<file path="src/rtl/pulse_pkg.sv">
// ============================================================================
// Module      : pulse_pkg
// Description : Shared definitions for the pulse pacer: FSM state encoding,
//               default parameter values and the gap-counter load helper.
// Contents    : ST_* state constants, pulse_state_e enum, MIN_GAP_DEF,
//               CNT_W_DEF, GAP_W, gap_load().
// Revision    : 1.0 - initial release
// ============================================================================
`default_nettype none

package pulse_pkg;

  // Default pacing: rising edges at least MIN_GAP_DEF cycles apart,
  // pending-event counter CNT_W_DEF bits wide.
  localparam int MIN_GAP_DEF = 10;
  localparam int CNT_W_DEF   = 4;

  // Gap counter width; MIN_GAP is limited to 255 so 8 bits always suffice.
  localparam int GAP_W = 8;

  // FSM state encoding kept as plain constants for tools and scripts that
  // expect fixed codes; the enum below is built from the same values.
  localparam logic [1:0] ST_IDLE  = 2'd0;
  localparam logic [1:0] ST_PULSE = 2'd1;
  localparam logic [1:0] ST_GAP   = 2'd2;

  typedef enum logic [1:0] {
    IDLE  = ST_IDLE,
    PULSE = ST_PULSE,
    GAP   = ST_GAP
  } pulse_state_e;

  // Value loaded into the gap counter when entering GAP. PULSE takes one
  // cycle and the counter-equals-zero cycle is the last GAP cycle, so
  // loading MIN_GAP-2 puts consecutive PULSE states exactly MIN_GAP apart.
  function automatic logic [GAP_W-1:0] gap_load(input int min_gap);
    return GAP_W'(min_gap - 2);
  endfunction

endpackage : pulse_pkg

`default_nettype wire

</file>
<file path="src/rtl/sat_updown_cnt.sv">
// ============================================================================
// Module      : sat_updown_cnt
// Description : Saturating up/down counter with synchronous clear. Counts up
//               on i_inc, down on i_dec, holds when both or neither are set,
//               and never wraps past zero or the all-ones maximum.
// Ports       : clk       - clock
//               rst_n     - synchronous active-low reset (count -> 0)
//               i_inc     - increment request
//               i_dec     - decrement request
//               i_clr     - synchronous clear, overrides inc/dec
//               o_cnt     - registered count
//               o_cnt_nxt - value o_cnt takes at the next edge
//               o_sat     - o_cnt is at its maximum
// Revision    : 1.0 - initial release
// ============================================================================
`default_nettype none

module sat_updown_cnt #(
  parameter int WIDTH = 4
) (
  input  logic             clk,
  input  logic             rst_n,
  input  logic             i_inc,
  input  logic             i_dec,
  input  logic             i_clr,
  output logic [WIDTH-1:0] o_cnt,
  output logic [WIDTH-1:0] o_cnt_nxt,
  output logic             o_sat
);

  localparam logic [WIDTH-1:0] c_cnt_max  = '1;
  localparam logic [WIDTH-1:0] c_cnt_zero = '0;

  logic [WIDTH-1:0] r_cnt;
  logic [WIDTH-1:0] w_cnt_nxt;

  always_comb begin
    w_cnt_nxt = r_cnt;
    if (i_clr) begin
      w_cnt_nxt = c_cnt_zero;
    end else if (i_inc && !i_dec && (r_cnt != c_cnt_max)) begin
      w_cnt_nxt = r_cnt + 1'b1;
    end else if (!i_inc && i_dec && (r_cnt != c_cnt_zero)) begin
      w_cnt_nxt = r_cnt - 1'b1;
    end
  end

  always_ff @(posedge clk) begin
    if (!rst_n) begin
      r_cnt <= c_cnt_zero;
    end else begin
      r_cnt <= w_cnt_nxt;
    end
  end

  assign o_cnt     = r_cnt;
  assign o_cnt_nxt = w_cnt_nxt;
  assign o_sat     = (r_cnt == c_cnt_max);

endmodule : sat_updown_cnt

`default_nettype wire

</file>
<file path="src/rtl/pulse_pacer.sv">
// ============================================================================
// Module      : pulse_pacer
// Description : Turns a stream of single-cycle event requests into
//               single-cycle pulses on sig_a spaced at least MIN_GAP cycles
//               apart, so a fast-to-slow pulse synchronizer downstream never
//               sees two pulses too close together. Events arriving faster
//               than that are queued in a saturating counter; overflow is
//               recorded in a sticky flag.
// Ports       : clk      - clock
//               rst_n    - synchronous active-low reset
//               evt_in   - event request, one event per high cycle
//               flush    - clear pending events and overflow flag
//               sig_a    - registered pulse, one per accepted event
//               pend_cnt - events accepted but not yet emitted
//               busy     - FSM not idle or events pending (registered)
//               ovf      - sticky: an event was dropped at saturation
// Revision    : 1.0 - initial release
// ============================================================================
`default_nettype none

module pulse_pacer
  import pulse_pkg::*;
#(
  parameter int MIN_GAP = MIN_GAP_DEF,
  parameter int CNT_W   = CNT_W_DEF
) (
  input  logic             clk,
  input  logic             rst_n,
  input  logic             evt_in,
  input  logic             flush,
  output logic             sig_a,
  output logic [CNT_W-1:0] pend_cnt,
  output logic             busy,
  output logic             ovf
);

  localparam logic [GAP_W-1:0] c_gap_load = gap_load(MIN_GAP);
  localparam logic [GAP_W-1:0] c_gap_zero = '0;
  localparam logic [CNT_W-1:0] c_pend_zero = '0;

  pulse_state_e     r_state;
  pulse_state_e     w_state_nxt;
  logic [GAP_W-1:0] r_gap;
  logic             r_sig_a;
  logic             r_ovf;
  logic             r_busy;

  logic [CNT_W-1:0] w_pend;
  logic [CNT_W-1:0] w_pend_nxt;
  logic             w_pend_sat;
  logic             w_avail;
  logic             w_gap_done;
  logic             w_launch;

  // An event is available to launch if one is queued or one arrives this
  // cycle. A flush discards both, so nothing launches in a flush cycle.
  assign w_avail    = !flush && ((w_pend != c_pend_zero) || evt_in);
  assign w_gap_done = (r_gap == c_gap_zero);

  always_comb begin
    w_state_nxt = r_state;
    w_launch    = 1'b0;
    case (r_state)
      IDLE: begin
        if (w_avail) begin
          w_state_nxt = PULSE;
          w_launch    = 1'b1;
        end
      end
      PULSE: begin
        w_state_nxt = GAP;
      end
      GAP: begin
        if (w_gap_done) begin
          if (w_avail) begin
            w_state_nxt = PULSE;
            w_launch    = 1'b1;
          end else begin
            w_state_nxt = IDLE;
          end
        end
      end
      default: begin
        w_state_nxt = IDLE;
      end
    endcase
  end

  // Every arriving event counts up and every launch counts down. When a
  // launch is fed by the same-cycle event with nothing queued, inc and dec
  // cancel and the count stays at zero. Flush clears with priority.
  sat_updown_cnt #(
    .WIDTH (CNT_W)
  ) u_pend_cnt (
    .clk       (clk),
    .rst_n     (rst_n),
    .i_inc     (evt_in),
    .i_dec     (w_launch),
    .i_clr     (flush),
    .o_cnt     (w_pend),
    .o_cnt_nxt (w_pend_nxt),
    .o_sat     (w_pend_sat)
  );

  always_ff @(posedge clk) begin
    if (!rst_n) begin
      r_state <= IDLE;
      r_gap   <= c_gap_zero;
      r_sig_a <= 1'b0;
      r_ovf   <= 1'b0;
      r_busy  <= 1'b0;
    end else begin
      r_state <= w_state_nxt;

      if (r_state == PULSE) begin
        r_gap <= c_gap_load;
      end else if ((r_state == GAP) && !w_gap_done) begin
        r_gap <= r_gap - 1'b1;
      end

      // sig_a is high exactly in the cycle the FSM sits in PULSE.
      r_sig_a <= w_launch;

      // An event is dropped only when the counter is full and no launch
      // frees a slot in the same cycle.
      if (flush) begin
        r_ovf <= 1'b0;
      end else if (evt_in && w_pend_sat && !w_launch) begin
        r_ovf <= 1'b1;
      end

      // Registered from next-state values so busy lines up with the
      // registered state and pend_cnt.
      r_busy <= (w_state_nxt != IDLE) || (w_pend_nxt != c_pend_zero);
    end
  end

  assign sig_a    = r_sig_a;
  assign pend_cnt = w_pend;
  assign busy     = r_busy;
  assign ovf      = r_ovf;

endmodule : pulse_pacer

`default_nettype wire

</file>
<file path="config.mk">
export PLATFORM = sky130hd
export DESIGN_NAME = pulse_pacer
export DESIGN_NICKNAME = d
export VERILOG_FILES = /design/src/rtl/pulse_pkg.sv /design/src/rtl/sat_updown_cnt.sv /design/src/rtl/pulse_pacer.sv
export SDC_FILE = /design/constraint.sdc
export NUM_CORES = 1
export LEC_CHECK = 0
export BUFFER_PORTS_ARGS = -buffer_cell sky130_fd_sc_hd__buf_2
export CORE_ASPECT_RATIO = 1.4
export CORE_MARGIN = 2
export CORE_UTILIZATION = 50
export DETAILED_ROUTE_END_ITERATION = 10
export PLACE_DENSITY = 0.72
export SLEW_MARGIN = 10
export SYNTH_ARGS = -nofsm -noshare
export SYNTH_HDL_FRONTEND = slang
export SYNTH_HIERARCHICAL = 1
export SYNTH_SLANG_ARGS = --single-unit
</file>
<file path="constraint.sdc">
create_clock -name clk -period 2.7 [get_ports clk]
set_clock_uncertainty 0.1 [all_clocks]
set_input_delay 0.54 -clock clk [delete_from_list [all_inputs] [get_ports clk]]
set_output_delay 0.54 -clock clk [all_outputs]
set_load 0.01 [all_outputs]
</file>
-- Word-level counts from Yosys, hierarchy flattened
Index checks and enable logic that the tools add are counted.
- logic and storage cells: 49
- input bits: 4
- output and inout port bits: 7
- register bits after elaboration: 17
- add/subtract/negate cells: 3
- equality and inequality tests: 4
- reductions and logical operators: 22
- muxes and demuxes: 12
- bitwise logic cells: 1
- operators with widths (kind ; count):
    4-bit two-way mux ; 5
    1-bit logical AND ; 8
    8-bit zero test ; 1
    4-bit nonzero test ; 2
    8-bit by 1-bit subtractor with 8-bit output, second input constant ; 1
    2-bit case mux with 3 select lines ; 1
    4-bit by 1-bit adder with 4-bit output, second input constant ; 1
    4-bit == test, second input constant ; 1
    1-bit zero test ; 4
    2-bit two-way mux ; 2
    4-bit != test, second input constant ; 1
    2-bit nonzero test ; 2
    2-bit OR reduction ; 2
    4-bit by 1-bit subtractor with 4-bit output, second input constant ; 1
    1-bit two-way mux ; 3
    2-bit by 1-bit == test with 1-bit output, second input constant ; 1
    2-bit == test, second input constant ; 1
    2-bit zero test ; 1
    1-bit logical OR ; 2
    1-bit case mux with 2 select lines ; 1
    1-bit NOT ; 1

-- Depth between registers and ports, before layout
Gate-level depths: netlist of the first run.
- word-level depth: 13
- mapped depth: 12
- mapped depth without buffers: 12

-- Hierarchy
The synthesis of the first run kept the hierarchy.
- modules (own cells, without submodules) (module ; area each (um^2) ; times used ; cells each):
    pulse_pacer ; 660.6 ; 1 ; 70
    sat_updown_cnt ; 334.1 ; 1 ; 44

-- Worst setup path after synthesis of the first run
OpenSTA, ideal clock, no wires.
- kind: reg2reg
- start: reg r_gap[0]
- end: reg r_busy (netlist: busy)
- library setup time: 0.120 ns
- setup slack: -0.283 ns
- required time: 2.480 ns
- arrival time: 2.763 ns
- cell stages (with the launch flop): 13
- cells stage by stage: dfxtp_1 inv_1 ha_1 nor3b_4 nand2_1 a2111oi_2 nand2b_1 a211oi_2 a31oi_1 mux2_2 nor4_1 nand2_1 o31a_1
- word-level cells in the longest chain between the ends: 10
- elaborated cells between the ends (all ways): 16
- those cells by class: mux: 7; reduce/logical: 9
- ends and longest elaborated chain (what ; RTL line ; text):
    start: declaration ; pulse_pacer.sv:43 ; logic [GAP_W-1:0] r_gap;
    start signal: assignment ; pulse_pacer.sv:108 ; r_gap <= c_gap_zero;
    start signal: assignment ; pulse_pacer.sv:116 ; r_gap <= c_gap_load;
    start signal: assignment ; pulse_pacer.sv:118 ; r_gap <= r_gap - 1'b1;
    8-bit zero test * ; pulse_pacer.sv:58 ; assign w_gap_done = (r_gap == c_gap_zero);
    1-bit two-way mux * ; pulse_pacer.sv:74 ; if (w_gap_done) begin
    1-bit case mux with 2 select lines * ; pulse_pacer.sv:63 ; case (r_state)
    via w_launch ; pulse_pacer.sv:53 ; logic w_launch;
    1-bit logical AND / 1-bit zero test (equally long branches) ; sat_updown_cnt.sv:43, sat_updown_cnt.sv:41 ;
    1-bit logical AND (on tied branches) ; sat_updown_cnt.sv:43, sat_updown_cnt.sv:41 ;
    4-bit two-way mux / 1-bit logical AND (equally long branches) ; sat_updown_cnt.sv:43, sat_updown_cnt.sv:41 ;
    4-bit two-way mux * ; sat_updown_cnt.sv:41 ; end else if (i_inc && !i_dec && (r_cnt != c_cnt_max)) begin
    4-bit two-way mux * ; sat_updown_cnt.sv:39 ; if (i_clr) begin
    via w_pend_nxt[3] ; pulse_pacer.sv:49 ; logic [CNT_W-1:0] w_pend_nxt;
    4-bit nonzero test * ; pulse_pacer.sv:134 ; r_busy <= (w_state_nxt != IDLE) || (w_pend_nxt != c_pend_zero);
    1-bit logical OR * ; pulse_pacer.sv:134 ;
    end signal: assignment ; pulse_pacer.sv:134 ;
    end: declaration ; pulse_pacer.sv:46 ; logic r_busy;
Mark *: on every way through the listed nets, which the timed path passes. The rest lies on a longest branch.
A chain may end at the register's enable or synchronous reset.

-- Worst setup path after layout of the first run
- start: reg r_gap[1]
- end: reg r_busy (netlist: busy)
The elaborated chain is that of the path after synthesis.

==> results.md, run 1 <==
- VDD IR max: 0.000251 V
- Diodes inserted: 0
- Max_cap viols: 0
- Cell accounting for the most synthesized area: dfxtp_1
- Placement row count: 19
- Clk pin slew, worst setup/hold paths: approximately 100 ps
- Worst-Margin Slew: approximately 450 ps
- Most frequent cells in the layout: buf_4 (24), nor2_1 (19), dfxtp_1 (15)
- CTS Buf Count: 3
- Area Growth Syn to Fin: 35.6%
- Leakage Power: roughly 0.6 nW
- Clk buf depth: 2
- Setup ws final: -63.9 ps
- Die H: 56.8 um
- Vias in the first global route: 1,003
- Layout cells sized above 1: 42.1%
- Post-Syn Area: about 990 um2
- Die width: 41.7 um
- Failing checks: negative setup slack
- Slew HR: 69.7%
- Type of origin of the critical path: flop
- Buffers on Ports: 10
- CTS Root Cell: clkbuf_4
- Drt total wl: roughly 2500 um
- Post-route ant nets: 0
- Cell Area, Placed: 0.00125 mm2
- Initial antenna violation count: 0
- TritonCTS clock tree: done
- Mean Syn Cell Area: between 8 and 9 um2
- Number of synthesized flops with an enable pin: 0
- CP required: 2780 ps
- Synth cell types: 39
- Commonest non-fill, non-tap cell in the layout: buf_4
- CP Max Fanout: 5
- Status: finished with violations
- Final nets: around 160
- Setup violators final: 1
- Starting DRT DRC Count: 21
- Seq/Total Area, Yosys: about a third
- Area share of the largest cell type after synthesis: approximately a third
- CP Capture Type: flop
- Fraction of registers with async set/reset: 0%
- CTS H-tree depth: 1
- Routed via count: between 900 and 1,000
- WS Path Type: reg -> reg
- Final Instance Area: about 0.0013 mm2
- Flops & latches, synth: 17
- Initial core utilization: 51.7%
- Worst skew pair latency: roughly 290 ps
- Detailed placer's ending HPWL: between 1500 and 2000 um
- First-pass GRT wire length: 4040 um
- Hold_buf cts: 0
- Ys flop type: dfxtp_1
- Routed WL per cell: about 14 um
- Vias per inst: approximately 5.7
- Gr ovfl total: 0
- Filler instances: between 150 and 200
- Boundary pin count: 11
- Final period utilization: 102%
- Largest net degree at the start of global routing: 11
- Instance count of the mapped netlist: approximately 110
- Final Hold Fails: 0
- Ranking of synthesized cells by area: dfxtp_1 (34%), nor2_1 (7.2%), ha_1 (5.0%), xnor2_1 (4.4%), inv_1 (3.8%)
- Core area: ~0.0019 mm2
- Full die area: between 0.002 and 0.0025 mm2
- Final min period: approximately 2800 ps
- Gpl congestion: 0.811
- Final Slew Violations: 0
- Power density of the placed cells: about 380 mW/mm2
- Remaining DRCs: 0
- Drt first pass iters: 4
- Hold Crit Class: reg -> reg
- WP data arrival: about 2900 ps
- GRT Overall Usage: between 20 and 25%
- CTS sink count: 17
- Final Total Pwr: 0.513 mW
- Unrepaired setup endpoints after global routing: true
- Fmax: ~360 MHz
- Post-Syn Nets: 122
- Yosys Warn Count: 6
power by group:
group	internal [mW]	switching (mW)
registers	0.258	0.00571
clock network	0.0550	0.0802
logic	0.0580	0.0560
cells in the mapped netlist, types with 3 or more instances:
cell type	count
xnor2_1	5
inv_1	10
nand3_1	3
ha_1	4
nor2_1	19
a211oi_1	3
nand2_1	7
a21oi_1	4
dfxtp_1	17
nand2b_1	3
nor3_1	3
routing by layer:
metal / track usage [%] / vias to the layer above / share of wire, %
met2: 45.1 / 28 / 58
met4: 15.2 / 0 / 4.0
met3: 2.89 / 11 / 3.0
met5: 0 / - / 0
met1: 18.9 / 473 / 34
li1: - / 480 / -
layout make-up:
cell class	instances	area, um2	area share, %
clock buffers	3	22.5	1.67
clock inverters	1	5.00	0.371
inverters	10	37.5	2.78
multi-input cells	87	684	50.7
flip-flops and latches	17	343	25.4
well taps	21	26.3	1.95
repair buffers	34	230	17.1
metrics by stage:
stage	TNS, ps	hold slack, ps	std cells	util (%)	setup slack, ps
6_report	-63.9	367	173	70.0	-63.9
5_1_grt	-224	408	173	70.0	-224
4_1_cts	-62.9	371	169	67.4	-62.9
3_5_place_dp	-176	355	164	64.8	-176
3_3_place_gp	-88.1	331	164	64.8	-88.1
2_1_floorplan	-87.9	370	114	-	-87.9
sequential cells by signal, summed over array words and instances, names as in the netlist:
signal and count:
u_pend_cnt/o_cnt 4, r_gap 8, ovf 1, sig_a 1, busy 1, r_state 2
what timing repair did:
action                     CTS  global route
gates resized for setup      4             6
pin swaps                    1             4
hold endpoints to repair     0             0
setup endpoints to repair    1             1
setup buffers                1             4
logic make-up (layout without fill, tap and decap cells):
group                    after synthesis  count (layout)  synth area share [%]
AND/OR/NAND/NOR                       52              52                  30.3
flip-flops                            17              17                  34.2
buffers and inverters                 10              48                  3.77
adder cells (fa/ha/maj)                4               4                  5.03
multiplexers                           4               4                  4.40
XOR/XNOR                               5               5                  4.40
AO/OA/AOI/OAI                         22              22                  17.9
final timing paths:
path / from / endpoint / depth (start not counted) / slack (ps)
setup / recovery: r_gap[1] / busy / 12 / -60
hold / removal: ovf / ovf / 2 / 370
setup reg to reg: r_gap[1] / busy / 12 / -60
hold reg to reg: ovf / ovf / 2 / 370
critical path, cell delays in order, from the launching register on:
cell,delay (ps)
dfxtp_2,340
inv_2,70
ha_4,120
nor3b_4,210
nand2_2,100
a2111oi_4,390
or2b_1,330
o22ai_1,190
xnor2_1,190
nor2_1,80
nor4_2,240
nand2_1,70
o31a_1,230
Power figures use the tool's default switching activity.
==> inputs of run 2 (changes only) <==
SKIP_LAST_GASP = 1   (was not set)
==> results.md, run 2 (synthesis gave the netlist of run 1 again) <==
- VDD IR max: 0.000251 V (unchanged)
- Clk pin slew, worst setup/hold paths: 100 ps (about the same)
- Die width: 41.7 um (unchanged)
- Dpl ws: -176 ps (unchanged)
- TritonCTS clock tree: done
- Final Instance Area: 0.00135 mm2 (unchanged)
- Most frequent cells in the layout: buf_4 (24), nor2_1 (19), dfxtp_1 (15)
- Slew HR: 69.7% (unchanged)
- Layout cells sized above 1: 42.1% (unchanged)
- Setup ws final: -63.9 ps (-0.0339 ps)
- CTS H-tree depth: 1 (unchanged)
- Core area: 0.00193 mm2 (unchanged)
- WP data arrival: 2850 ps (about the same)
- Max reg flops: 8 (unchanged)
- Full die area: 0.00237 mm2 (unchanged)
- Final nets: 161 (unchanged)
- Fmax: 362 MHz (about the same)
- CTS Root Cell: clkbuf_4
- Worst-Margin Slew: 453 ps (unchanged)
- Vias in the first global route: 1,003 (unchanged)
- Type of origin of the critical path: flop
- Worst skew pair latency: 290 ps (about the same)
- CP Max Fanout: 5 (unchanged)
- Cell Area, Placed: 0.00125 mm2 (unchanged)
- Gr ovfl total: 0 (unchanged)
- Detailed placer's ending HPWL: 1860 um (unchanged)
- Final Slew Violations: 0 (unchanged)
- Unrepaired setup endpoints after global routing: true
- First-pass GRT wire length: 4040 um (unchanged)
- Clk buf depth: 2 (unchanged)
- Starting DRT DRC Count: 21 (unchanged)
- Failing checks: negative setup slack
- Remaining DRCs: 0 (unchanged)
- Leakage Power: 0.589 nW (unchanged)
- CTS sink count: 17 (unchanged)
- Final Hold Fails: 0 (unchanged)
- Commonest non-fill, non-tap cell in the layout: buf_4
- Routed WL per cell: 14.4 um (unchanged)
- GRT Overall Usage: 22.3% (unchanged)
- Largest net degree at the start of global routing: 11 (unchanged)
- Final min period: 2760 ps (+0.0339 ps)
- Initial core utilization: 51.7% (unchanged)
- Drt total wl: 2500 um (unchanged)
- Final period utilization: 102% (about the same)
- WS Path Type: reg -> reg
- Power density of the placed cells: 380 mW/mm2 (about the same)
- Area Growth Syn to Fin: 35.6% (unchanged)
- Register name with the most flops: r_gap
- Boundary pin count: 11 (unchanged)
- Initial antenna violation count: 0 (unchanged)
- Post-Layout Cell Count: 173 (unchanged)
- Fin Hold WS: 367 ps (unchanged)
- Filler instances: 166 (unchanged)
- Crit-path cells: inv_2 > ha_4 > nor3b_4 > nand2_2 > a2111oi_4 > or2b_1 > o22ai_1 > xnor2_1 > nor2_1 > nor4_2 > nand2_1 > o31a_1
- Routed via count: 992 (unchanged)
- Diodes inserted: 0 (unchanged)
- Dpl cells: 164 (unchanged)
- Drt first pass iters: 4 (unchanged)
- Setup violators final: 1 (unchanged)
- Hold Crit Class: reg -> reg
- Max_cap viols: 0 (unchanged)
- CTS Buf Count: 3 (unchanged)
- Status: finished with violations
- Vias per inst: 5.73 (unchanged)
- CP max stage delay: 390 ps (about the same)
- Buffers on Ports: 10 (unchanged)
- Slowest-stage cell, CP: a2111oi_4
- Post-route ant nets: 0 (unchanged)
- Die H: 56.8 um (unchanged)
- Gpl congestion: 0.811 (unchanged)
- CP Capture Type: flop
- CP required: 2780 ps (about the same)
- Placement row count: 19 (unchanged)
run 2: cell counts in the layout (fill, tap and decap cells not counted):
No cell type changed its count.
run 2: layer usage:
metal	wire length, um	track usage, %
met5	0	0
met4	99	15.2
met3	76	2.89
met2	1460	45.1
met1	860	18.9
run 2: final timing paths:
path                            endpoint     start  depth (start not counted)  slack (ps)
worst min-delay path                 ovf       ovf                          2         370
worst min register to register       ovf       ovf                          2         370
worst max-delay path                busy  r_gap[1]                         12         -60
worst max register to register      busy  r_gap[1]                         12         -60
run 2: cell type report:
| cell class | count | area, um2 | area share [%] |
|---|---|---|---|
| well taps | 21 | 26.3 | 1.95 |
| inverters | 10 | 37.5 | 2.78 |
| multi-input cells | 87 | 684 | 50.7 |
| repair buffers | 34 | 230 | 17.1 |
| clock inverters | 1 | 5.00 | 0.371 |
| clock buffers | 3 | 22.5 | 1.67 |
| flip-flops and latches | 17 | 343 | 25.4 |
run 2: stage by stage:
stage	utilization (%)	setup TNS [ps]	power, mW
2_1_floorplan	-	-87.9	0.329
3_3_place_gp	64.8	-88.1	0.364
3_5_place_dp	64.8	-176	0.367
4_1_cts	67.4	-62.9	0.509
5_1_grt	70.0	-224	0.537
6_report	70.0	-63.9	0.513
run 2: critical path, delay by kind of cell, from the launching register on:
family / cells / cell delay (ps)
AO/OA/AOI/OAI: 3 / 810
XOR/XNOR: 1 / 190
adder cells (fa/ha/maj): 1 / 120
buffers and inverters: 1 / 70
flip-flops: 1 / 340
AND/OR/NAND/NOR: 6 / 1030
run 2: what timing repair did:
item	4_1_cts	5_1_grt
setup endpoints to repair	1	1
pin swaps	1	4
resized for setup	4	6
hold buffers	0	0
setup buffers	1	4
run 2: report_power, final:
part           internal, mW  switching [mW]  leakage [nW]  total (mW)
clock network        0.0550          0.0802        0.0177       0.135
logic                0.0580          0.0560         0.432       0.114
registers             0.258         0.00571         0.139       0.264
==> inputs of run 3 (changes only) <==
REMOVE_ABC_BUFFERS = 1   (was not set)
SKIP_CTS_REPAIR_TIMING = 1   (was not set)
clock period = 2.5 ns   (was 2.7 ns; I/O delays follow)
==> results.md, run 3 (synthesis gave the netlist of run 1 again) <==
- Status: finished with violations
- Failing checks: negative setup slack
- Hold Crit Start: ovf
- Buffers on Ports: 10 (unchanged)
- Worst-Margin Slew: 470 ps (+16.7 ps)
- Vias per inst: 5.64 (-1.7%)
- Power share of the combinational group: 23.1% (+0.9 points)
- Die width: 41.7 um (unchanged)
- Initial antenna violation count: 0 (unchanged)
- CTS Buf Count: 3 (unchanged)
- Slew HR: 68.7% (-1.0 points)
- Clk pin slew, worst setup/hold paths: 100 ps (about the same)
- Setup violators final: 1 (unchanged)
- Boundary pin count: 11 (unchanged)
- First-pass GRT wire length: 4030 um (-0.17%)
- Drt total wl: 2730 um (+9.4%)
- TritonCTS clock tree: done
- CP Capture Type: flop
- Area Growth Syn to Fin: 41.3%
- Gpl congestion: 0.815 (+0.43%)
- RR Startpoint: r_gap[0]
- CP required: 2580 ps (-200 ps)
- Critical Path Start: r_gap[0]
- WS Path Type: reg -> reg
- Power density of the placed cells: 398 mW/mm2 (+4.7%)
- P_sw: 0.157 mW (+11%)
- Final Slew Violations: 0 (unchanged)
- Hold Crit Class: reg -> reg
- CTS H-tree depth: 1 (unchanged)
- Pint: 0.402 mW (+8.5%)
- Hold depth: 2 (unchanged)
- Detailed placer's ending HPWL: 1970 um (+5.7%)
- CTS Root Cell: clkbuf_4
- Seq pwr share: 51.0% (-0.4 points)
- Final Total Pwr: 0.559 mW (+9.1%)
- Die H: 56.8 um (unchanged)
- Clk buf depth: 2 (unchanged)
- WP data arrival: 2900 ps (+50 ps)
- Reg2Reg Setup Slack: -310 ps (-250 ps)
- Full die area: 0.00237 mm2 (unchanged)
- Layout cells sized above 1: 43.9% (+1.8 points)
- Final period utilization: 113% (+10 points)
- CP Max Fanout: 4 (-1)
- Filler instances: 149 (-10%)
- CTS sink count: 17 (unchanged)
- Starting DRT DRC Count: 27 (+29%)
- GRT Overall Usage: 22.3% (about the same)
- Cell Area, Placed: 0.00125 mm2 (+0.20%)
- VDD IR max: 0.000346 V (+38%)
- Final Instance Area: 0.00141 mm2 (+4.2%)
- Fmax: 355 MHz (-1.8%)
- Max reg flops: 8 (unchanged)
- Type of origin of the critical path: flop
- Post-layout util: 73.0% (+2.9 points)
- Leakage Power: 0.613 nW (+4.0%)
- Worst skew pair latency: 290 ps (about the same)
- Most frequent cells in the layout: buf_4 (27), nor2_1 (17), dfxtp_1 (15)
- Placement row count: 19 (unchanged)
- Final nets: 164 (+1.9%)
- Max_cap viols: 0 (unchanged)
- Clock share of power: 25.9% (-0.5 points)
- Setup ws final: -314 ps (-250 ps)
- Commonest non-fill, non-tap cell in the layout: buf_4
- Remaining DRCs: 0 (unchanged)
- Core area: 0.00193 mm2 (unchanged)
- Hold EP: ovf
- Initial core utilization: 51.7% (unchanged)
- Final min period: 2810 ps (+49.6 ps)
- Vias in the first global route: 977 (-2.6%)
- R2R Path End: busy
- Diodes inserted: 0 (unchanged)
- Register name with the most flops: r_gap
- Drt first pass iters: 4 (unchanged)
- Gr ovfl total: 0 (unchanged)
- Sw Share: 28.1% (+0.40 points)
- Post-route ant nets: 0 (unchanged)
- FF-to-FF path depth: 12 (unchanged)
- Routed WL per cell: 15.5 um (+7.5%)
- Largest net degree at the start of global routing: 11 (unchanged)
- Unrepaired setup endpoints after global routing: true
- Final Hold Fails: 0 (unchanged)
- Routed via count: 992 (unchanged)
run 3: worst max-delay path by stage:
stage | end | slack (ps) | depth (start not counted)
finish | busy | -310 | 12
global route | busy | -400 | 12
CTS | busy | -530 | 12
detailed placement | busy | -580 | 11
global placement | busy | -490 | 11
floorplan | busy | -480 | 12
run 3: through the flow:
step	hold WS (ps)	TNS [ps]	std cells	setup WS, ps
final	361	-314	176	-314
after global routing	386	-465	176	-400
after CTS	363	-608	173	-533
after detailed placement	350	-711	169	-575
after global placement	333	-557	169	-495
after floorplan	370	-483	114	-483
run 3: final cells by class:
type | count | area [um2] | share of cell area, %
clock inverter | 1 | 5.00 | 0.356
clock buffer | 3 | 22.5 | 1.60
tap | 21 | 26.3 | 1.87
sequential | 17 | 343 | 24.4
inverter | 10 | 37.5 | 2.67
timing repair buffer | 37 | 253 | 18.0
multi-input combinational | 87 | 718 | 51.1
run 3: worst max-delay path, cell delays in order (launching register included):
cell and delay (ps):
dfxtp_2 340, inv_2 80, ha_4 130, nor3b_4 200, nand2_2 100, a2111oi_4 390
or2b_1 300, o22ai_1 210, xnor2_1 190, nor2_1 100, nor4_4 240, nand2_1 80
o31a_1 240
run 3: power by group through the flow:
stage	clock network [mW]	logic, mW	registers, mW
after global placement	0	0.103	0.290
after global routing	0.157	0.138	0.286
after CTS	0.150	0.107	0.285
final	0.145	0.129	0.285
after floorplan	0	0.0562	0.295
after detailed placement	0	0.106	0.291
run 3: metal layers:
metal	GRT usage (%)	part of all wire [%]	vias to the layer above	wire length (um)
met5	0	0	-	0
met2	44.2	60	23	1630
met1	20.9	35	476	945
met4	13.8	3.6	0	97
li1	-	-	484	-
met3	1.93	2.0	9	55
